[config.mk]
export PLATFORM = sky130hd
export DESIGN_NAME = load_store_unit
export DESIGN_NICKNAME = d
export VERILOG_FILES = /design/src/rtl/load_store_unit.sv
export SDC_FILE = /design/constraint.sdc
export NUM_CORES = 1
export LEC_CHECK = 0
export CORE_MARGIN = 2
export CORE_UTILIZATION = 46
export DETAILED_ROUTE_END_ITERATION = 8
export PLACE_DENSITY = 0.86
export REMOVE_ABC_BUFFERS = 1
export SLEW_MARGIN = 10
export SYNTH_ARGS = -nofsm -noshare
export SYNTH_HDL_FRONTEND = slang
export SYNTH_SLANG_ARGS = --single-unit
[constraint.sdc]
create_clock -name Clock -period 4.7 [get_ports Clock]
set_clock_uncertainty 0.1 [all_clocks]
set_input_delay 0.94 -clock Clock [delete_from_list [all_inputs] [get_ports Clock]]
set_output_delay 0.94 -clock Clock [all_outputs]
set_load 0.01 [all_outputs]
[src/rtl/load_store_unit.sv]
// Byte-addressed load/store front end for a word-addressed synchronous data memory.
// Handles sub-word read-modify-write, load extension and access error detection.
module load_store_unit #(
    parameter int MEM_WORDS = 1024
) (
    input  logic        Clock,
    input  logic        Reset,
    input  logic        ReqValid,
    output logic        ReqReady,
    input  logic        ReqWrite,
    input  logic [1:0]  ReqSize,
    input  logic        ReqUnsigned,
    input  logic [31:0] ReqAddr,
    input  logic [31:0] ReqWData,
    output logic        RespValid,
    input  logic        RespReady,
    output logic [31:0] RespData,
    output logic        RespError,
    output logic [31:0] MemAddress,
    output logic        MemWriteEnable,
    output logic [31:0] MemWriteData,
    input  logic [31:0] MemReadData
);

    localparam logic [31:0] WORD_LIMIT = 32'(MEM_WORDS);

    typedef enum logic [2:0] {
        IDLE  = 3'd0,
        RD    = 3'd1,
        MERGE = 3'd2,
        WR    = 3'd3,
        RESP  = 3'd4
    } state_t;

    state_t      state;
    state_t      state_next;

    logic        write_q;
    logic [1:0]  size_q;
    logic        uns_q;
    logic [31:0] addr_q;
    logic [31:0] wdata_q;
    logic [31:0] resp_data;
    logic        resp_err;
    logic        req_err;

    function automatic logic [31:0] extend_load(
        input logic [31:0] word,
        input logic [1:0]  lane,
        input logic [1:0]  size,
        input logic        uns
    );
        logic [7:0]         b;
        logic signed [7:0]  b_s;
        logic [15:0]        h;
        logic signed [15:0] h_s;
        logic [31:0]        r;
        case (lane)
            2'd0:    b = word[7:0];
            2'd1:    b = word[15:8];
            2'd2:    b = word[23:16];
            default: b = word[31:24];
        endcase
        h   = lane[1] ? word[31:16] : word[15:0];
        b_s = $signed(b);
        h_s = $signed(h);
        case (size)
            2'b00:   r = uns ? {24'd0, b} : 32'(b_s);
            2'b01:   r = uns ? {16'd0, h} : 32'(h_s);
            default: r = word;
        endcase
        return r;
    endfunction

    // Replace only the addressed lane(s) of the word just read back.
    function automatic logic [31:0] merge_store(
        input logic [31:0] old_word,
        input logic [31:0] new_data,
        input logic [1:0]  lane,
        input logic [1:0]  size
    );
        logic [31:0] w;
        w = old_word;
        if (size == 2'b00) begin
            case (lane)
                2'd0:    w[7:0]   = new_data[7:0];
                2'd1:    w[15:8]  = new_data[7:0];
                2'd2:    w[23:16] = new_data[7:0];
                default: w[31:24] = new_data[7:0];
            endcase
        end else if (size == 2'b01) begin
            if (lane[1]) w[31:16] = new_data[15:0];
            else         w[15:0]  = new_data[15:0];
        end else begin
            w = new_data;
        end
        return w;
    endfunction

    always_comb begin
        req_err = (ReqSize == 2'b11)
               || ((ReqSize == 2'b01) && ReqAddr[0])
               || ((ReqSize == 2'b10) && (ReqAddr[1:0] != 2'b00))
               || ({2'b00, ReqAddr[31:2]} >= WORD_LIMIT);
    end

    always_ff @(posedge Clock or posedge Reset) begin
        if (Reset) state <= IDLE;
        else       state <= state_next;
    end

    always_comb begin
        state_next     = state;
        ReqReady       = 1'b0;
        RespValid      = 1'b0;
        MemWriteEnable = 1'b0;
        MemWriteData   = 32'd0;
        MemAddress     = 32'd0;
        case (state)
            IDLE: begin
                ReqReady = !Reset;
                if (ReqValid) begin
                    if (req_err)                             state_next = RESP;
                    else if (ReqWrite && (ReqSize == 2'b10)) state_next = WR;
                    else                                     state_next = RD;
                end
            end
            RD: begin
                MemAddress = {2'b00, addr_q[31:2]};
                state_next = MERGE;
            end
            MERGE: begin
                MemAddress = {2'b00, addr_q[31:2]};
                state_next = write_q ? WR : RESP;
            end
            WR: begin
                MemAddress     = {2'b00, addr_q[31:2]};
                MemWriteEnable = 1'b1;
                MemWriteData   = wdata_q;
                state_next     = RESP;
            end
            RESP: begin
                RespValid = 1'b1;
                if (RespReady) state_next = IDLE;
            end
            default: state_next = IDLE;
        endcase
    end

    always_ff @(posedge Clock or posedge Reset) begin
        if (Reset) begin
            write_q   <= 1'b0;
            size_q    <= 2'b00;
            uns_q     <= 1'b0;
            addr_q    <= 32'd0;
            wdata_q   <= 32'd0;
            resp_data <= 32'd0;
            resp_err  <= 1'b0;
        end else begin
            case (state)
                IDLE: begin
                    if (ReqValid) begin
                        write_q   <= ReqWrite;
                        size_q    <= ReqSize;
                        uns_q     <= ReqUnsigned;
                        addr_q    <= ReqAddr;
                        wdata_q   <= ReqWData;
                        resp_data <= 32'd0;
                        resp_err  <= req_err;
                    end
                end
                // Read data arrives here, one cycle after the RD address.
                MERGE: begin
                    if (write_q) wdata_q   <= merge_store(MemReadData, wdata_q, addr_q[1:0], size_q);
                    else         resp_data <= extend_load(MemReadData, addr_q[1:0], size_q, uns_q);
                end
                RESP: begin
                    if (RespReady) begin
                        resp_data <= 32'd0;
                        resp_err  <= 1'b0;
                    end
                end
                default: ;
            endcase
        end
    end

    assign RespData  = resp_data;
    assign RespError = resp_err;

endmodule

Word-level counts from Yosys, hierarchy flattened

Cells that the tools add are included.

$add $sub $neg: 0
Multiply operators: 0
Div/mod/pow operators: 0
Magnitude comparators: 1
Eq/ne operators: 17
Shifts and indexed selects: 0
Multiplexer cells: 34
Bitwise gates (word level): 0
Reductions and logical operators: 23

Operators by type and width:

| cell                                                                 | count |
|---|---|
| 2-to-1 mux 32 bit                                                    | 10 |
| case mux 32 bit (2 select lines)                                     | 2 |
| case mux 32 bit (3 select lines)                                     | 1 |
| 2-to-1 mux 16 bit                                                    | 3 |
| 2-to-1 mux 8 bit                                                     | 4 |
| greater-or-equal comparator 30 x 11 -> 1 bit (second input constant) | 1 |
| 2-to-1 mux 30 bit                                                    | 1 |
| case mux 8 bit (3 select lines)                                      | 1 |
| case mux 3 bit (5 select lines)                                      | 1 |
| 2-to-1 mux 3 bit                                                     | 4 |
| inequality test 3 bit (second input constant)                        | 3 |
| inequality test 2 bit (second input constant)                        | 4 |
| AND reduction 4 bit                                                  | 2 |
| equality test 2 x 1 -> 1 bit (second input constant)                 | 3 |
| equality test 2 bit (second input constant)                          | 3 |
| equality test 3 x 2 -> 1 bit (second input constant)                 | 2 |
| AND reduction 6 bit                                                  | 1 |
| nonzero test 2 bit                                                   | 3 |
| OR reduction 3 bit                                                   | 2 |
| 2-to-1 mux 1 bit                                                     | 5 |
| AND reduction 5 bit                                                  | 1 |
| zero test 2 bit                                                      | 2 |
| AND reduction 2 bit                                                  | 2 |
| equality test 3 x 1 -> 1 bit (second input constant)                 | 1 |
| 9 further kinds                                                      | 13 |

Register bits after elaboration: 104
Latch bits: 0
Memory bits (writable): 0
Bits in read-only memories: 0
Input bits: 104
Output and inout bits: 100
Memories: 0

Logic depth before layout (Yosys ltp)

Gate-level depths: netlist of run 1.

Depth in word-level cells: 8
Gate-level depth with buffers: 8
Mapped depth without buffers: 4

Worst setup path after synthesis of run 1

No wires, ideal clock.

Kind: flip-flop to output port
Start point: register state[1]
End point: output port MemWriteData[22]
Arrival time: 1.317 ns
Required time: 3.660 ns
Setup slack: 2.343 ns
Stages on the path, launching flop included: 5
Buffers on the path: 2
Path through: dfrtp_1 -> buf_2 -> and3_1 -> clkbuf_1 -> and2_1

Word-level cells in the longest chain between the ends: 2

Ends and longest elaborated chain:

| item                         | RTL line | source |
|---|---|---|
| start: declaration           | 35       | `state_t state;` |
| start signal: assignment     | 109      | `else state <= state_next;` |
| equality test 3 x 2 -> 1 bit | 119      | `case (state)` |
| 2-to-1 mux 32 bit            | 119      |  |
| end: declaration             | 21       | `output logic [31:0] MemWriteData,` |

No other way between the ends.

Worst setup path after layout of run 1

Start point: register state[2]
End point: output port MemWriteData[10]

The elaborated chain is that of the path after synthesis.

==> results of run 1 <==
logic make-up (layout without fill, tap and decap cells):
group / count (synthesis) / after routing / share of synthesized area
compound gates: 140 / 140 / 0.178
buf+inv: 54 / 224 / 0.0494
other cells: 1 / 2 / 0.000649
mux: 34 / 34 / 0.0656
simple gates: 296 / 296 / 0.256
flops: 104 / 104 / 0.451
synthesized netlist by cell type, types with 6 or more instances:
| library cell | number | area, µm² |
|---|---|---|
| nand2_1 | 136 | 510 |
| dfrtp_1 | 104 | 2600 |
| and2_1 | 65 | 407 |
| nor2_1 | 34 | 128 |
| a21oi_1 | 27 | 135 |
| o21ai_0 | 26 | 130 |
| mux2_2 | 20 | 225 |
| clkbuf_1 | 19 | 71.3 |
| a211oi_1 | 16 | 120 |
| buf_2 | 15 | 75.1 |
| nor2b_1 | 13 | 81.3 |
| a221o_1 | 12 | 120 |
| nand2b_1 | 10 | 62.6 |
| and3_1 | 9 | 56.3 |
| buf_4 | 9 | 67.6 |
| a32o_1 | 8 | 80.1 |
| o21ai_1 | 8 | 40.0 |
| o22ai_1 | 8 | 50.1 |
| o31ai_1 | 8 | 60.1 |
| or3_1 | 8 | 50.1 |
| a22o_1 | 7 | 61.3 |
| mux2_1 | 7 | 78.8 |
| nor4_1 | 7 | 43.8 |
| mux2i_1 | 6 | 60.1 |
worst min-delay path by stage:
stage                from         end  slack (ps)  cells after the start
2_1_floorplan  addr_q[10]  addr_q[10]         340                      2
3_3_place_gp   addr_q[25]  addr_q[25]         350                      2
3_5_place_dp   addr_q[17]  addr_q[17]         350                      2
4_1_cts         addr_q[6]   addr_q[6]         370                      2
5_1_grt         addr_q[6]   addr_q[6]         390                      2
6_report       addr_q[26]  addr_q[26]         370                      2
area by class of cell:
type                    instances  area [µm²]  area share
clock buffers                  12         256      0.0317
clock inverters                 3        65.1     0.00803
inverters                       4        17.5     0.00216
multi-input cells             472        2900       0.359
flip-flops and latches        104        2600       0.321
well taps                     168         210      0.0260
repair buffers                205        2040       0.252
power by group:
group          leakage (nW)  switching [mW]  internal (mW)  total [mW]
clock                 0.159           0.323          0.492       0.815
combinational          1.97           0.277          0.247       0.523
sequential             1.32           0.146           1.02        1.16
worst max-delay path, delay by kind of cell (launching register included):
kind | cells | cell delay, ps
flops | 1 | 540
buf+inv | 2 | 750
simple gates | 2 | 950
state kept, by name (all words and copies together), names as in the netlist:
name       flops
RespData      32
RespError      1
addr_q        32
size_q         2
state          3
uns_q          1
wdata_q       32
write_q        1
placed cells by master, fill, tap and decap left out, types with 3 or more instances in the layout:
master / n
nor4_1: 7
and3_1: 9
nor2_1: 34
o21ai_0: 26
a211oi_1: 16
clkbuf_16: 9
or3_1: 8
mux2_2: 20
o31ai_1: 8
o22ai_1: 8
nand2_1: 135
mux2i_1: 6
a22o_1: 7
nor3_1: 4
a221o_1: 12
dfrtp_1: 104
and2_1: 65
a32o_1: 8
o21ai_1: 8
clkdlybuf4s50_1: 201
nor2b_1: 13
a221o_2: 4
a21oi_1: 27
nand2b_1: 10
buf_4: 4
mux2_1: 7
inv_1: 3
metrics by stage:
step / area, µm² / hold WS [ps] / setup WS (ps) / std cells / total power, mW
floorplan: 5510 / 337 / 928 / 580 / 1.44
global placement: 7770 / 349 / 1470 / 953 / 1.67
detailed placement: 7770 / 354 / 1310 / 953 / 1.69
CTS: 8100 / 372 / 1060 / 968 / 2.51
global route: 8100 / 393 / 845 / 968 / 2.62
finish: 8100 / 371 / 1060 / 968 / 2.50
routing by layer:
metal,global-route usage,up-vias
li1,-,2515
met1,0.351,2644
met2,0.471,295
met3,0.0685,29
met4,0.108,0
met5,0,-
==> flow_metrics.py, run 1 <==
metrics = {
    "setup_path": {
        "path_cells": "inv_1, and3_1, and2_1, clkdlybuf4s50_1",
        "path_max_fanout": 33,
        "cp_slowest_cell": "and3_1",
        "worst_r2r_path_depth": 4,
        "r2r_start": "state[2]",
        "reg2reg_slack_ps": 2030,
        "critPathLaunchType": "flip-flop",
        "path_class": "reg2out",
        "worstSetupEndpoint": "MemWriteData[10]",
        "slowest_delay_ps": 720,
        "arrival_ps": 2600,
        "r2r_end": "wdata_q[6]",
        "crit_start": "state[2]",
        "crit_required_ps": 3660,
        "cp-end-kind": "output pin",
    },
    "hold_path": {
        "hold_class": "reg2reg",
    },
    "final_layout": {
        "drive_above_1_share": 0.0713,
        "fill_cells": 1003,
        "num_antenna_cells": 0,
        "areaGrowthSynthToFinish_pct": 40.2,
        "fin_nets": 900,
        "fin_util": 0.669,
    },
    "route": {
        "m1WireLength_mm": 7.36,
        "top_layer": "met4",
        "route.detailed.drc": 0,
        "wl_met3_mm": 1.72,
        "routed_wl_mm": 18.4,
        "met2_length_mm": 8.79,
        "vias": 5483,
        "ant_nets": 0,
        "drtIter0Drc": 367,
        "viasPerCell": 5.66,
        "dr.pass1.iters": 7,
        "routedWlPerCell_um": 19.0,
    },
    "timing": {
        "final.setup.tns_ps": 0,
        "post-route-period-util": 0.774,
        "finalCriticalPeriod_ps": 3640,
        "slew_viol_final": 0,
        "timing.fmax_mhz": 275,
        "rsz0062_at_grt": "no",
        "tightest_slew_ps": 1090,
        "setup_violations": 0,
        "hold_viol_final": 0,
        "slew_headroom": 0.274,
    },
    "floorplanning": {
        "dieArea_mm2": 0.0135,
        "die_h_um": 116,
        "coreArea_mm2": 0.0121,
        "die_w_um": 116,
        "boundaryPins": 204,
        "rows": 40,
        "initial_core_util": 0.477,
    },
    "power": {
        "vdd_drop_max_uv": 222,
        "p_leak_nw": 3.45,
        "power.density_mw_per_mm2": 309,
    },
    "synth": {
        "syn_inst": 629,
        "synth_ff_type": "dfrtp_1",
        "ys_ff_latch": 104,
        "async_reset_ff_frac": 1.00,
        "yosysSeqAreaShare": 0.451,
        "syn_area_mm2": 0.00578,
        "synth_edf_count": 0,
        "avgSynthCellArea_um2": 9.18,
        "ys_types": 53,
        "yosys_warnings": 0,
    },
    "clock_network": {
        "htree_levels": 3,
        "hold_buffers": 0,
        "cts_sinks": 104,
        "cts_buffers": 9,
        "clockRootBuffer": "clkbuf_16",
        "clock_latency_ps": 350,
        "post_cts_buffers": 0,
        "clkTransAtPathRegs_ps": 70,
        "cts_max_path_buffers": 2,
        "cts_tree": "yes",
        "post_cts_resized": 0,
    },
    "place": {
        "dp_hpwl_mm": 13.4,
        "gp_congestion": 0.823,
        "port_buffers": 201,
    },
    "global_routing": {
        "grt_usage": 0.281,
        "grt_max_degree": 88,
        "antenna_found_initial": 0,
        "grt_pass1_wl_mm": 29.0,
        "grt_pass1_vias": 5443,
        "gr-total-overflow": 0,
    },
    "run_status": {
        "status": "finished, final reports clean",
    },
    "job": {
        "drv_cap": 0,
    },
}
Power figures use the tool's default switching activity.
==> run 2: changes to the inputs <==
CORE_UTILIZATION = 41   (was 46)
PLACE_DENSITY = 0.81   (was 0.86)
clock period = 3.07 ns   (was 4.7 ns; I/O delays follow)
==> run 2 against run 1 <==
  * Register-to-register slack worse by 1400 ps
  * Clock power is 50% higher
  * Routed wire length is 1.7% lower
  * Count of clock-buffer cells in the layout stayed put
  * Sequential share of layout area is 0.54 points lower
  * Hold slack worse by 3.8 ps
  * Sequential cell count stayed put
  * Non-clock buffer count is 14 higher
  * Worst setup slack worse by 890 ps
  * Largest cell class unchanged
  * Total power is 53% higher
  * Highest routed layer unchanged
  * Sequential power is 51% higher
==> flow_metrics.py, run 2 (synthesis gave the netlist of run 1 again) <==
metrics = {
    "setup_path": {
        "worst_r2r_path_depth": 4,
        "path_class": "reg2out",
        "cpLargestDelayFamily": "buffers and inverters",
        "r2r_end": "wdata_q[23]",
        "cpMostUsedCell": "nor2_1",
        "path_cells": "nor2_1, nor2_1, buf_4, and2_1, clkdlybuf4s50_1",
        "r2r_start": "size_q[0]",
        "cp-end-kind": "output pin",
        "cp_slowest_cell": "dfrtp_1",
        "cp_num_buf_inv": 2,
        "critPathLaunchType": "flip-flop",
        "crit_required_ps": 2360,
        "path_max_fanout": 30,
        "arrival_ps": 2190,
        "reg2reg_slack_ps": 650,
        "slowest_delay_ps": 600,
    },
    "timing": {
        "hold_viol_final": 0,
        "slew_viol_final": 0,
        "slew_headroom": 0.486,
        "timing.fmax_mhz": 345,
        "post-route-period-util": 0.944,
        "setup_violations": 0,
        "finalCriticalPeriod_ps": 2900,
        "rsz0062_at_grt": "no",
        "setup_ws_ps": 171,
        "hold_ws_ps": 367,
        "tightest_slew_ps": 768,
    },
    "route": {
        "met2_length_mm": 8.43,
        "routed_wl_mm": 18.0,
        "wl_met3_mm": 1.58,
        "ant_nets": 0,
        "vias": 5345,
        "top_layer": "met4",
        "route.detailed.drc": 0,
        "drtIter0Drc": 332,
        "viasPerCell": 5.37,
        "routedWlPerCell_um": 18.1,
        "dr.pass1.iters": 4,
        "m1WireLength_mm": 7.51,
    },
    "global_routing": {
        "grt_pass1_wl_mm": 28.4,
        "gr-total-overflow": 0,
        "grt_pass1_vias": 5357,
        "grt_max_degree": 46,
        "antenna_found_initial": 0,
        "grt_usage": 0.246,
    },
    "place": {
        "port_buffers": 201,
        "dp_hpwl_mm": 13.5,
        "dp.cells": 979,
        "pre_cts_ws_ps": 375,
        "gp_congestion": 0.833,
        "place_area_mm2": 0.00792,
    },
    "clock_network": {
        "clkTransAtPathRegs_ps": 70,
        "clockRootBuffer": "clkbuf_16",
        "cts_buffers": 9,
        "cts_tree": "yes",
        "hold_buffers": 0,
        "clock_latency_ps": 350,
        "htree_levels": 3,
        "post_cts_resized": 0,
        "cts_max_path_buffers": 2,
        "post_cts_buffers": 0,
        "cts_sinks": 104,
    },
    "floorplanning": {
        "rows": 43,
        "die_h_um": 123,
        "coreArea_mm2": 0.0138,
        "dieArea_mm2": 0.0151,
        "die_w_um": 123,
        "boundaryPins": 204,
        "initial_core_util": 0.418,
    },
    "hold_path": {
        "min_to": "addr_q[14]",
        "hold_depth": 2,
        "min_from": "addr_q[14]",
        "hold_class": "reg2reg",
    },
    "power": {
        "p_leak_nw": 3.53,
        "vdd_drop_max_uv": 260,
        "power.density_mw_per_mm2": 465,
    },
    "final_layout": {
        "final_cell_mix": "clkdlybuf4s50_1, nand2_1, dfrtp_1, and2_1, nor2_1",
        "final_common_cell": "clkdlybuf4s50_1",
        "areaGrowthSynthToFinish_pct": 42.6,
        "num_antenna_cells": 0,
        "finalInstanceArea_mm2": 0.00824,
        "fin_nets": 914,
        "drive_above_1_share": 0.0883,
        "fin_cells": 995,
    },
    "job": {
        "drv_cap": 0,
    },
    "run_status": {
        "status": "finished, final reports clean",
    },
}
==> run 2: layout make-up <==
class	instances	area, µm²
Timing Repair Buffer	219	2170
Sequential cell	104	2600
Tap cell	180	225
Multi-Input combinational cell	472	2900
Fill cell	1176	5590
Clock inverter	4	51.3
Clock buffer	12	267
Inverter	4	17.5
==> run 2: how the worst max path moves through the flow <==
stage | slack [ps] | depth (start not counted) | end | from
4_1_cts | 160 | 5 | MemAddress[12] | state[0]
3_5_place_dp | 380 | 5 | wdata_q[5] | ReqValid
2_1_floorplan | -380 | 1 | RespData[0] | Reset
3_3_place_gp | 450 | 5 | wdata_q[7] | ReqValid
6_report | 170 | 5 | MemAddress[12] | state[0]
5_1_grt | 50 | 5 | MemAddress[27] | state[0]
==> run 2: stage by stage <==
step / util / power (mW) / TNS, ps
4_1_cts: 0.596 / 3.85 / 0
3_5_place_dp: 0.573 / 2.62 / 0
2_1_floorplan: - / 2.21 / -39120
5_1_grt: 0.596 / 4.04 / 0
3_3_place_gp: 0.573 / 2.59 / 0
6_report: 0.596 / 3.83 / 0
==> run 2: power breakdown <==
group	internal, mW	switching [mW]	leakage, nW
combinational	0.399	0.453	2.05
clock	0.700	0.524	0.155
sequential	1.56	0.195	1.32
==> run 2: tightest hold or removal path, cell delays in order, from the launching register on <==
cell,delay [ps]
dfrtp_1,340
nand2_1,50
nand2_1,50
==> run 2: routing by layer <==
layer  vias to the layer above  global-route usage
li1                       2547                   -
met1                      2531               0.317
met2                       236               0.397
met3                        31              0.0609
met4                         0              0.0948
met5                         -                   0
